[config.mk]
export PLATFORM = sky130hd
export DESIGN_NAME = alu_cmd_sequencer
export DESIGN_NICKNAME = d
export VERILOG_FILES = /design/src/rtl/alu_cmd_sequencer.sv
export SDC_FILE = /design/constraint.sdc
export NUM_CORES = 1
export LEC_CHECK = 0
export CELL_PAD_IN_SITES_DETAIL_PLACEMENT = 0
export CELL_PAD_IN_SITES_GLOBAL_PLACEMENT = 1
export CORE_UTILIZATION = 51
export CTS_CLUSTER_DIAMETER = 30
export DETAILED_ROUTE_END_ITERATION = 10
export DONT_BUFFER_PORTS = 1
export HOLD_SLACK_MARGIN = 0.02
export PLACE_DENSITY = 0.88
export SLEW_MARGIN = 10
export SYNTH_ARGS = -nofsm -noshare
export SYNTH_HDL_FRONTEND = slang
export SYNTH_SLANG_ARGS = --single-unit
[constraint.sdc]
create_clock -name clk -period 1.9 [get_ports clk]
set_input_delay 0.285 -clock clk [delete_from_list [all_inputs] [get_ports clk]]
set_output_delay 0.285 -clock clk [all_outputs]
set_load 0.03 [all_outputs]
[src/rtl/alu_cmd_sequencer.sv]
// Single-issue command sequencer driving an external ALU from an 8-entry register file.
// Optional SEQ_PERF_CNT_EN adds retired_cnt / abort_cnt performance counters.
module alu_cmd_sequencer #(
    parameter int DATA_W  = 8,
    parameter int TIMEOUT = 16
) (
    input  logic              clk,
    input  logic              reset,
    input  logic [11:0]       cmd_in,
    input  logic              cmd_valid,
    output logic              cmd_ready,
    output logic [2:0]        alu_op,
    output logic [DATA_W-1:0] alu_a,
    output logic [DATA_W-1:0] alu_b,
    output logic              alu_start,
    input  logic [DATA_W-1:0] alu_result,
    input  logic              alu_done,
    output logic              cmd_done,
    output logic              cmd_err,
`ifdef SEQ_PERF_CNT_EN
    output logic [15:0]       retired_cnt,
    output logic [7:0]        abort_cnt,
`endif
    output logic [DATA_W-1:0] result_out
);

    localparam int CW = $clog2(TIMEOUT);
    localparam logic [CW-1:0] CNT_LAST = CW'(TIMEOUT - 1);
    localparam logic [2:0] OP_LDI = 3'b111;

    typedef enum logic [2:0] {
        S_IDLE,
        S_ISSUE,
        S_WAIT,
        S_WB,
        S_ABORT
    } state_t;

    state_t state;
    state_t state_nxt;

    logic [2:0]        f_instr;
    logic [2:0]        f_dst;
    logic [2:0]        f_srca;
    logic [2:0]        f_srcb;
    logic [DATA_W-1:0] f_imm;
    logic              accept;
    logic              is_ldi;

    logic [2:0]        dst;
    logic [DATA_W-1:0] res;
    logic [CW-1:0]     cnt;
    logic [DATA_W-1:0] rf [8];

    assign f_instr = cmd_in[11:9];
    assign f_dst   = cmd_in[8:6];
    assign f_srca  = cmd_in[5:3];
    assign f_srcb  = cmd_in[2:0];
    assign f_imm   = DATA_W'({f_srca, f_srcb});
    assign accept  = cmd_valid && cmd_ready;
    assign is_ldi  = (f_instr == OP_LDI);

    // State register; reset abandons any in-flight command.
    always_ff @(posedge clk) begin
        if (reset) begin
            state <= S_IDLE;
        end else begin
            state <= state_nxt;
        end
    end

    // Next-state decode; LDI bypasses the ALU entirely.
    always_comb begin
        state_nxt = state;
        unique case (state)
            S_IDLE: begin
                if (accept) begin
                    state_nxt = is_ldi ? S_WB : S_ISSUE;
                end
            end
            S_ISSUE: begin
                state_nxt = S_WAIT;
            end
            S_WAIT: begin
                if (alu_done) begin
                    state_nxt = S_WB;
                end else if (cnt == CNT_LAST) begin
                    state_nxt = S_ABORT;
                end
            end
            S_WB: begin
                state_nxt = S_IDLE;
            end
            S_ABORT: begin
                state_nxt = S_IDLE;
            end
            default: begin
                state_nxt = S_IDLE;
            end
        endcase
    end

    // Handshake and status outputs are pure functions of state.
    always_comb begin
        cmd_ready = 1'b0;
        alu_start = 1'b0;
        cmd_done  = 1'b0;
        cmd_err   = 1'b0;
        unique case (state)
            S_IDLE: begin
                cmd_ready = 1'b1;
            end
            S_ISSUE: begin
                alu_start = 1'b1;
            end
            S_WAIT: begin
                alu_start = 1'b0;
            end
            S_WB: begin
                cmd_done = 1'b1;
            end
            S_ABORT: begin
                cmd_done = 1'b1;
                cmd_err  = 1'b1;
            end
            default: begin
                cmd_ready = 1'b0;
            end
        endcase
    end

    // Capture operands at acceptance so a destination may alias a source.
    always_ff @(posedge clk) begin
        if (reset) begin
            alu_op <= '0;
            alu_a  <= '0;
            alu_b  <= '0;
            dst    <= '0;
        end else if (accept) begin
            alu_op <= f_instr;
            alu_a  <= rf[f_srca];
            alu_b  <= rf[f_srcb];
            dst    <= f_dst;
        end
    end

    // WAIT-cycle counter, cleared while the start pulse is out.
    always_ff @(posedge clk) begin
        if (reset) begin
            cnt <= '0;
        end else if (state == S_ISSUE) begin
            cnt <= '0;
        end else if (state == S_WAIT && !alu_done) begin
            cnt <= cnt + 1'b1;
        end
    end

    // Pending write-back value: immediate for LDI, ALU result otherwise.
    always_ff @(posedge clk) begin
        if (reset) begin
            res <= '0;
        end else if (accept && is_ldi) begin
            res <= f_imm;
        end else if (state == S_WAIT && alu_done) begin
            res <= alu_result;
        end
    end

    // Register file and result_out update only on a successful retire.
    always_ff @(posedge clk) begin
        if (reset) begin
            for (int i = 0; i < 8; i++) begin
                rf[i] <= '0;
            end
            result_out <= '0;
        end else if (state == S_WB) begin
            rf[dst]    <= res;
            result_out <= res;
        end
    end

`ifdef SEQ_PERF_CNT_EN
    // Retire counter wraps; abort counter sticks at its maximum.
    always_ff @(posedge clk) begin
        if (reset) begin
            retired_cnt <= '0;
            abort_cnt   <= '0;
        end else begin
            if (state == S_WB) begin
                retired_cnt <= retired_cnt + 16'd1;
            end
            if (state == S_ABORT && abort_cnt != 8'hFF) begin
                abort_cnt <= abort_cnt + 8'd1;
            end
        end
    end
`endif

endmodule

# After elaboration in Yosys (flattened, before gate mapping)
# Memory sizes are Yosys's and may differ from the RTL's. A register that Yosys moved wholly into a read port is not among the register bits.
# Index checks and enable logic that the tools add are counted.
# Widths: inputs -> output; s select.
dict set report op_classes {
  n_addsub 1
  eq_ne 8
  n_mux 19
  n_reduce_logical 12
}
# op n
set op_table {}
lappend op_table {{$mux 3} 4}
lappend op_table {{$mux 6} 2}
lappend op_table {{$mux 1} 10}
lappend op_table {{$pmux 3 s3} 1}
lappend op_table {{$mux 8} 1}
lappend op_table {{$reduce_or 8->1} 1}
lappend op_table {{$eq 3x2->1 const B} 2}
lappend op_table {{$eq 3x3->1 const B} 2}
lappend op_table {{$reduce_or 2->1} 3}
lappend op_table {{$add 4x1->4 const B} 1}
lappend op_table {{$eq 4x4->1 const B} 1}
lappend op_table {{$logic_and 1x1->1} 4}
lappend op_table {{$eq 3x1->1 const B} 1}
lappend op_table {{$logic_not 3->1} 1}
lappend op_table {{$ne 3x3->1 const B} 1}
lappend op_table {{$mux 2} 1}
lappend op_table {{$ne 2x2->1 const B} 1}
lappend op_table {{$reduce_and 2->1} 1}
lappend op_table {{$reduce_bool 2->1} 1}
lappend op_table {{$logic_not 1->1} 1}
dict set report word_totals {
  register_bits 29
  ramBits 64
  input_bits 24
  out_inout_bits 31
  word_cells 48
  memories 1
}
# name depth word_bits read_ports rd_clocked_by_memory_dff wr line_no
set memory_table {}
lappend memory_table {rf 8 8 2 2 8 53} ;# logic [DATA_W-1:0] rf [8];

# Logic depth before layout (Yosys ltp)
# Gate-level depths: netlist of run 1.
dict set report depth {
  depth_word 6
  ltp_mapped 6
  mapped_depth_nobuf 4
}

# Least setup slack after synthesis of run 1
# No wires, ideal clock.
dict set report synth_path {
  path_kind {reg-to-reg}
  start {reg state[0]}
  end {reg cnt[2]}
  setup_ns 0.122
  t_arrival_ns 1.614
  required_ns 1.778
  slack_ns 0.164
  stages_incl_launch_ff 5
  path_buffers 1
  synth_period_minus_slack_ns 1.736
  cell_sequence {dfxtp_1 buf_4 nor3b_1 or2_2 a21oi_1}
}
dict set report synth_via {
  elab_chain_cells 2
  word_cells_on_any_way 4
  cone_classes {2 x eq/ne; 2 x reduce/logical}
}
# item line_no
set synth_lines {}
lappend synth_lines {{start: declaration} 39} ;# state_t state;
lappend synth_lines {{start signal: assignment} 68} ;# state <= state_nxt;
lappend synth_lines {{$eq 3x1->1 / $eq 3x2->1 (equally long branches)} {151, 153}}
lappend synth_lines {{$reduce_or 2->1 (no source line) / $logic_and 1x1->1 (equally long branches)} n/a}
lappend synth_lines {{end signal: assignment} 154} ;# cnt <= cnt + 1'b1;
lappend synth_lines {{end: declaration} 52} ;# logic [CW-1:0] cnt;
# Parallel ways exist; a longest one is shown, timed or not.
# A chain may end at the register's enable or synchronous reset.

# Worst setup path in the final report of run 1
dict set report layout_path {
  start {reg state[2]}
  end {out cmd_ready}
}
dict set report layout_via {
  elab_chain_cells 2
}
# item line_no
set layout_lines {}
lappend layout_lines {{$logic_not 3->1} 109} ;# unique case (state)
lappend layout_lines {{$mux 1} 109}
lappend layout_lines {{end: declaration} 11} ;# output logic cmd_ready,
# Every way passes these cells.

==> results.md, run 1 <==
Outcome:
- The run finished with clean final reports.

Synthesis:
- The adder-cell share of the synthesized area is less than 1%.
- The total nets after synthesis is between 400 and 500.
- Yosys attributes the largest share of cell area to edfxtp_1 37%, dfxtp_1 17%, mux2i_1 17%.
- The count of warnings emitted by yosys is 0.
- The share of synthesized area spent on multiplexers is between 10% and 20%.
- After Yosys synthesis, and, or, nand and nor cells account for between 15 and 20% of the synthesized area.
- Synthesis inferred ~110 register bits.
- The count of distinct cell types in the synthesized netlist is 42.
- edfxtp_1 takes more of the synthesized area than any other cell.
- The parity-gate share of the synthesized area counting xor and xnor cells is less than 1%.
- By area, the combinational part of the netlist is dominated by multiplexers.
- The synthesized netlist occupies a cell area of ~5200 sq um.
- Averaged over all synthesized cells, the footprint is 12.1 sq um.
- The synthesized netlist devotes about 10% of its cell area to compound gates.
- Of the synthesized area, sequential elements account for 53.9%.
- The share of synthesized area in the top cell type comes to between 30% and 40%.
- The gate count after technology mapping is roughly 430.

Clock network:
- CTS built an H-tree with a depth of 3.
- No sink is reached through more buffers than the 2 on the longest clock path.
- Clock tree synthesis selected as its root buffer the cell clkbuf_8.
- Post-CTS timing repair inserted 0 buffers for setup.
- The clock tree from TritonCTS is built.
- After clock tree synthesis, the clock-pin slew on the worst setup and hold paths is between 0.1 and 0.15 ns.
- The number of buffers created by CTS is 9.
- The later pin in the worst-skew pair is clocked with a latency of 0.37 ns.
- The number of clock sinks is approximately 110.

Layout:
- The final layout contains around 470 nets.
- The area growth from synthesis to layout is 8.12%.
- Once layout is done, the placed cells without fillers occupy about 5700 sq um.
- The final-layout fill cell count is approximately 800.
- The number of antenna diodes in the final layout is 0.
- The proportion of layout cells with a drive suffix above 1 is between 10% and 20%.

Floorplanning:
- The placeable core region is 9860 sq um.
- The boundary pin count is between 50 and 60.
- For this configuration, the core starts out at a cell density of a little over half.
- In this run the horizontal extent of the chip is roughly 100 um.
- After floorplanning, the core was divided into 36 placement rows.
- The die covers between 10000 and 15000 sq um.
- The floorplan step set the die height to approximately 100 um.

Detailed routing:
- The post-detailed-route wirelength per cell is around 20 um.
- The count of unresolved DRC violations after routing is 0.
- The total via count after detailed routing is roughly 3400.
- The length of the first detailed-routing pass in iterations is 5.
- The number of DRC markers after the initial detailed-route iteration is 140.
- The final antenna-violating net count is 0.
- After detailed routing, the total wire length is 11.8 mm.
- The number of vias per cell after detailed routing is slightly below 6.

Worst setup path:
- The setup path with the least slack is of type register to output pin.
- The required arrival time at the worst endpoint is 1.62 ns.
- On the critical path the largest part of the delay comes from simple AND/OR/NAND/NOR gates.
- In this run the worst path has a maximum fanout of 11.
- Walking the worst path, the cells encountered are buf_4 > or3_4 > clkinvlp_4.
- The combined buffer and inverter count along the critical path is 2.
- The launching element type of the critical path is a register.
- The data arrival time of the worst path is around 1.6 ns.
- The sort of element at the end of the critical path is an output pin.
- The worst stage delay on the critical path is around 0.48 ns.
- Among all stages on the critical path, the largest delay is contributed by or3_4.

STA:
- The worst relative slew slack is a little over half.
- Setup violations remaining at the end of the flow were counted as 0.
- The count of final max-slew check failures is 0.
- The clock period minus final worst setup slack is between 1.5 and 2 ns.
- Setup repair after global routing left no endpoint under its margin.
- The transition time at the pin with the least slew margin is just under 0.7 ns.
- The maximum clock frequency is 546 MHz.
- Setup total negative slack on the finished layout was measured at 0 ns.
- The setup skew after layout is 0.0178 ns.
- The final number of hold-violating endpoints is 0.
- The final worst-path cycle share is a little over nine tenths.

Hold path:
- The path category of the worst min-delay check is primary input to register.

Global routing:
- Entering global routing, the biggest net connects 34 pins.
- The global-route congestion overflow total is 0.
- The first global-routing pass estimated 18.5 mm of wire.
- The initial antenna violation count came to 0.
- Global routing used between 20 and 25% of the available tracks.
- The via count of the first global-routing pass came to between 3000 and 4000.

Job:
- Across the run, the number of max-cap violations was 0.

Power:
- For this design the ratio of total power to cell area is 798 nW/um^2.
- IR analysis of the VDD net gives a maximum drop of about 0.00046 V.
- The analysis attributes to cell leakage a power of 2.22 nW.

Placement:
- In this run the tool buffered the top-level ports with 0 buffer cells.
- The placed instances occupy a cell area of 5460 sq um.
- The wire-length estimate of the detail-placed layout is 8.48 mm.
- The congestion estimate from routability-driven global placement came to approximately 0.81.
## state kept, by name (all words and copies together), names as in the netlist
name	cells
dst	3
rf	64
alu_op	3
result_out	8
res	8
cnt	4
alu_a	8
state	3
alu_b	8
## final timing paths
check	from	end	slack, ns	cells after the start
worst max-delay path	state[2]$_SDFFE_PP0P_	cmd_ready	0.07	3
worst min register to register	cnt[1]$_SDFFE_PP0P_	cnt[1]$_SDFFE_PP0P_	0.49	2
worst max register to register	state[0]$_SDFFE_PP0P_	rf[1][7]$_SDFFCE_PN0P_	0.13	4
worst min-delay path	cmd_in[7]	dst[1]$_SDFFE_PP0P_	0.07	2
## Yosys cell counts (all sizes together)
master and number:
nor3 9, o21ai 2, buf 20, nor2b 4
nor4bb 1, o21a 1, nand2 5, a22oi 32
inv 6, nor3b 1, o41ai 6, edfxtp 64
clkbuf 7, or3 4, nand3b 1, a32o 16
or4b 1, clkinv 1, nor4 5, a21oi 10
nor4b 2, xnor2 1, mux2i 87, nand3 3
nor2 20, and2 66, nand4bb 1, a211o 2
or2 9, ha 1, dfxtp 45, nand2b 1
## layer usage
metal	share of wire, %	up-vias	global-route usage [%]
met5	0	-	0
met4	2.0	0	6.83
met3	7.5	21	8.20
met2	49	81	41.5
met1	41	1646	28.6
li1	-	1651	-
## layout make-up
cell class	instances	area (sq um)	share of cell area [%]
repair buffers	25	190	3.36
inverters	7	30.0	0.530
clock inverters	4	26.3	0.464
clock buffers	12	166	2.94
flip-flops and latches	109	2820	49.8
well taps	133	166	2.94
multi-input cells	291	2260	40.0
## where the power goes
| part | switching (mW) | internal [mW] |
|---|---|---|
| logic | 0.213 | 0.187 |
| registers | 0.169 | 2.59 |
| clock network | 0.763 | 0.598 |
## cell usage in the layout, fill, tap and decap left out, types with 2 or more instances in the layout
cell,instances
or2_1,2
buf_4,24
clkbuf_8,10
mux2i_1,87
nor4_2,4
or3_1,3
a22oi_1,32
inv_4,2
edfxtp_1,64
dfxtp_1,45
or2_2,7
o21ai_0,2
inv_1,4
and2_1,66
a21oi_1,10
a32o_1,16
a211o_1,2
nor3_1,8
nand3_1,3
nand2_1,5
nor2_1,19
nor2b_1,4
o41ai_1,6
## what timing repair did
item / 4_1_cts / 5_1_grt
hold endpoints to repair: 18 / 0
resized for setup: 0 / 1
hold buffers: 1 / 0
endpoints found under the setup margin: 0 / 1
## through the flow
step	hold slack [ns]	std cells	power [mW]	utilization (%)	worst slack [ns]
finish	0.0662	581	4.52	57.4	0.0700
global route	0.0472	581	4.67	57.4	0.0108
CTS	0.0516	581	4.54	57.4	0.0190
detailed placement	0.363	564	3.21	55.3	0.125
global placement	0.361	564	3.19	55.3	0.218
floorplan	0.432	434	3.12	-	0.164
## logic make-up after synthesis
logic type,Yosys count
AND/OR/NAND/NOR,133
flip-flops,109
multiplexers,87
AO/OA/AOI/OAI,69
buffers and inverters,34
XOR/XNOR,1
adder cells (fa/ha/maj),1
## worst reg2reg max path: cells and delay by family, from the launching register on
family,cells,cell delay (ns)
buf+inv,1,0.19
flops,1,0.54
simple gates,3,0.70
No activity file was read; power rests on OpenSTA's default activity.
==> run 2: changes to the inputs <==
- CELL_PAD_IN_SITES_DETAIL_PLACEMENT: 0 -> unset
- CELL_PAD_IN_SITES_GLOBAL_PLACEMENT: 1 -> unset
- CORE_UTILIZATION: 51 -> 60
- PLACE_DENSITY: 0.88 -> 0.85
==> run 2 against run 1 <==
  * Total power is 0.17% lower
  * Critical path type unchanged
  * Utilization up 10 points
  * Largest cell class unchanged
  * First-iteration DRC count increased by 110%
==> results.md, run 2 (synthesis gave the netlist of run 1 again) <==
Outcome:
- The run finished with clean final reports.

STA:
- The final total negative setup slack is 0 ns.
- The setup skew after layout is between 0.009 and 0.01 ns.
- The count of final max-slew check failures is 0.
- The clock period could shrink to 1.82 ns.
- The worst relative slew slack is roughly half.
- Setup repair after global routing left no endpoint under its margin.
- The transition time at the pin with the least slew margin is between 0.7 and 0.8 ns.
- Timing would allow up to 549 MHz.
- The total setup violations reported at the end of the flow is 0.
- The final number of hold-violating endpoints is 0.
- The final critical path takes up approximately 96% of the cycle.
- The tightest hold path in the finished design has a slack of roughly 0.074 ns.

Hold path:
- The worst hold path was traced through 2 stages.
- The worst hold path begins at cmd_in[10].
- The path category of the worst min-delay check is primary input to register.

Power:
- In this run switching power makes up a little over a quarter of total power.
- Summed over all nets, the switching power comes to around 1.2 mW.
- The relative contribution of the clock network to total power is just under 30%.
- The internal power is between 3 and 4 mW.
- The sequential fraction of design power is between 60% and 70%.
- In this run the static leakage power is roughly 2.2 nW.
- In this run the power density over the cells is approximately 800 nW/um^2.
- The worst-case IR drop observed on VDD is a little under 0.0005 V.
- The share of total power dissipated in combinational logic is roughly 9.0%.

Floorplanning:
- The initial standard-cell utilization of the core is between 60% and 70%.
- For this design the top-level I/O count stands at 55.
- The die is 95.5 um wide.
- In this run the core area contains 33 standard-cell rows.
- The placeable core region is 8340 sq um.
- The die covers roughly 9100 sq um.
- The die outline height is between 90 and 100 um.

Detailed routing:
- The first routing iteration left roughly 290 violations.
- The number of vias per cell after detailed routing is between 6 and 7.
- The wire length reported by the detailed router is 12.3 mm.
- Dividing the detail-routed wire length by the instance count gives 22.2 um.
- Once detail routing completed, the nets flagged for antenna violations numbered 0.
- The count of unresolved DRC violations after routing is 0.
- The total via count after detailed routing is approximately 3600.
- Before antenna repair, the detailed router went through 5 iterations.

Worst setup path:
- For the worst setup path, the data required time is ~1.6 ns.
- The maximum fanout along the worst path is 11.
- The critical path's top delay family is simple AND/OR/NAND/NOR gates.
- The slowest stage of the critical path is the or3_4 cell.
- The startpoint identified for the worst register-to-register timing path is state[0]$_SDFFE_PP0P_.
- The launching element type of the critical path is a register.
- The critical path crosses 3 cells after its start point.
- On the worst path, the slowest cell contributes a delay of ~0.46 ns.
- The signal on the critical path passes through buf_4 > or3_4 > clkinvlp_4.
- The number of buffers and inverters on the critical path is 2.
- The worst setup path is captured at an output pin.
- The worst setup path startpoint is state[2]$_SDFFE_PP0P_.
- The worst register-to-register path has a depth of 4.
- Data on the critical path arrives at its endpoint at about 1.5 ns.
- The critical path in this run is classified as register to output pin.

Layout:
- The flip-flop count of the largest register, all copies and words added is 64.
- The most flop-heavy register is rf.
- In the final design database the tool counted approximately 470 nets.
- In the layout the commonest cells are 87 x mux2i_1, 66 x and2_1, 64 x edfxtp_1.
- The proportion of layout cells with a drive suffix above 1 is between 10 and 15%.
- In the final layout, the multi-input gates occupy between 2000 and 2500 sq um.
- Across the whole layout, storage elements account for 2820 sq um.
- Leaving out fill and tap cells, the most frequent cell in the layout is mux2i_1.
- Relative to the synthesized area, the layout overhead comes to 7.31%.
- The layout has 633 filler cells.
- The repair_antennas step left the layout with diodes totalling 0.

Global routing:
- Global routing finished with a remaining overflow of 0.
- The via count of the first global-routing pass was about 3600.
- In the global route stage, overall resource usage came out at ~29%.
- The initial antenna violation count is 0.
- The pin count of the biggest net entering global routing is 34.
- The first-pass GRT wire length is roughly 19 mm.

Clock network:
- The H-tree generated during clock tree synthesis spans 3 levels.
- The clock tree root driver cell is clkbuf_8.
- The number of setup buffers added after CTS is 0.
- Clock-pin slew was measured on the worst setup and hold paths at ~0.1 ns.
- Counting the buffers created by CTS gives 9.
- The clock latency on the worst-skew pair is roughly 0.37 ns.
- Counting every sink on the clock net gives ~110.
- The maximum buffer depth of the clock tree is 2.
- The clock tree from TritonCTS is built.

Placement:
- The congestion estimate from routability-driven global placement came to 0.837.
- The estimated wirelength of the detail-placed design is roughly 8.6 mm.
- The number of port buffers is 0.

Job:
- The reported max-cap violation count is 0.
-- run 2: final timing paths --
| check | slack [ns] | end |
|---|---|---|
| hold / removal | 0.07 | alu_op[1]$_SDFFE_PP0P_ |
| setup / recovery | 0.08 | cmd_ready |
| setup reg to reg | 0.18 | rf[3][7]$_SDFFCE_PN0P_ |
| hold reg to reg | 0.50 | cnt[1]$_SDFFE_PP0P_ |
-- run 2: layout make-up --
| cell class | instances | area share (%) |
|---|---|---|
| Clock buffer | 10 | 2.65 |
| Clock inverter | 6 | 0.757 |
| Sequential cell | 109 | 50.2 |
| Inverter | 7 | 0.534 |
| Tap cell | 105 | 2.34 |
| Multi-Input combinational cell | 291 | 40.3 |
| Timing Repair Buffer | 24 | 3.25 |
-- run 2: power groups by stage --
stage	Combinational, mW	Clock, mW	Sequential, mW
final	0.407	1.35	2.76
after global routing	0.438	1.45	2.77
after CTS	0.405	1.37	2.76
after detailed placement	0.395	0	2.81
after global placement	0.377	0	2.80
after floorplan	0.350	0	2.77
-- run 2: layer usage --
metal | wire length [um] | global-route usage (%) | part of all wire [%] | vias up
li1 | - | - | - | 1649
met3 | 1140 | 9.09 | 9.3 | 28
met4 | 342 | 11.4 | 2.8 | 0
met2 | 6160 | 49.5 | 50 | 153
met1 | 4620 | 33.5 | 38 | 1757
met5 | 0 | 0 | 0 | -
-- run 2: through the flow --
| stage | power, mW | util, % | setup slack [ns] | std cells | cell area [sq um] |
|---|---|---|---|---|---|
| after floorplan | 3.12 | - | 0.164 | 434 | 5240 |
| after global placement | 3.18 | 64.9 | 0.281 | 535 | 5420 |
| after detailed placement | 3.20 | 64.9 | 0.197 | 535 | 5420 |
| after CTS | 4.53 | 67.4 | 0.0235 | 552 | 5620 |
| after global routing | 4.66 | 67.4 | 0.0300 | 552 | 5620 |
| final | 4.51 | 67.4 | 0.0792 | 552 | 5620 |
-- run 2: worst reg2reg max path, stage by stage (launching register included) --
cell and delay, ns:
dfxtp_1 0.47, nand4bb_1 0.14, buf_4 0.19, nor3_1 0.32, or2_2 0.30
-- run 2: timing repair --
| item | in CTS | in global routing |
|---|---|---|
| gates resized for setup | 1 | 1 |
| endpoints found under the setup margin | 1 | 1 |
| hold buffers | 1 | 0 |
| endpoints found under the hold margin | 18 | 0 |
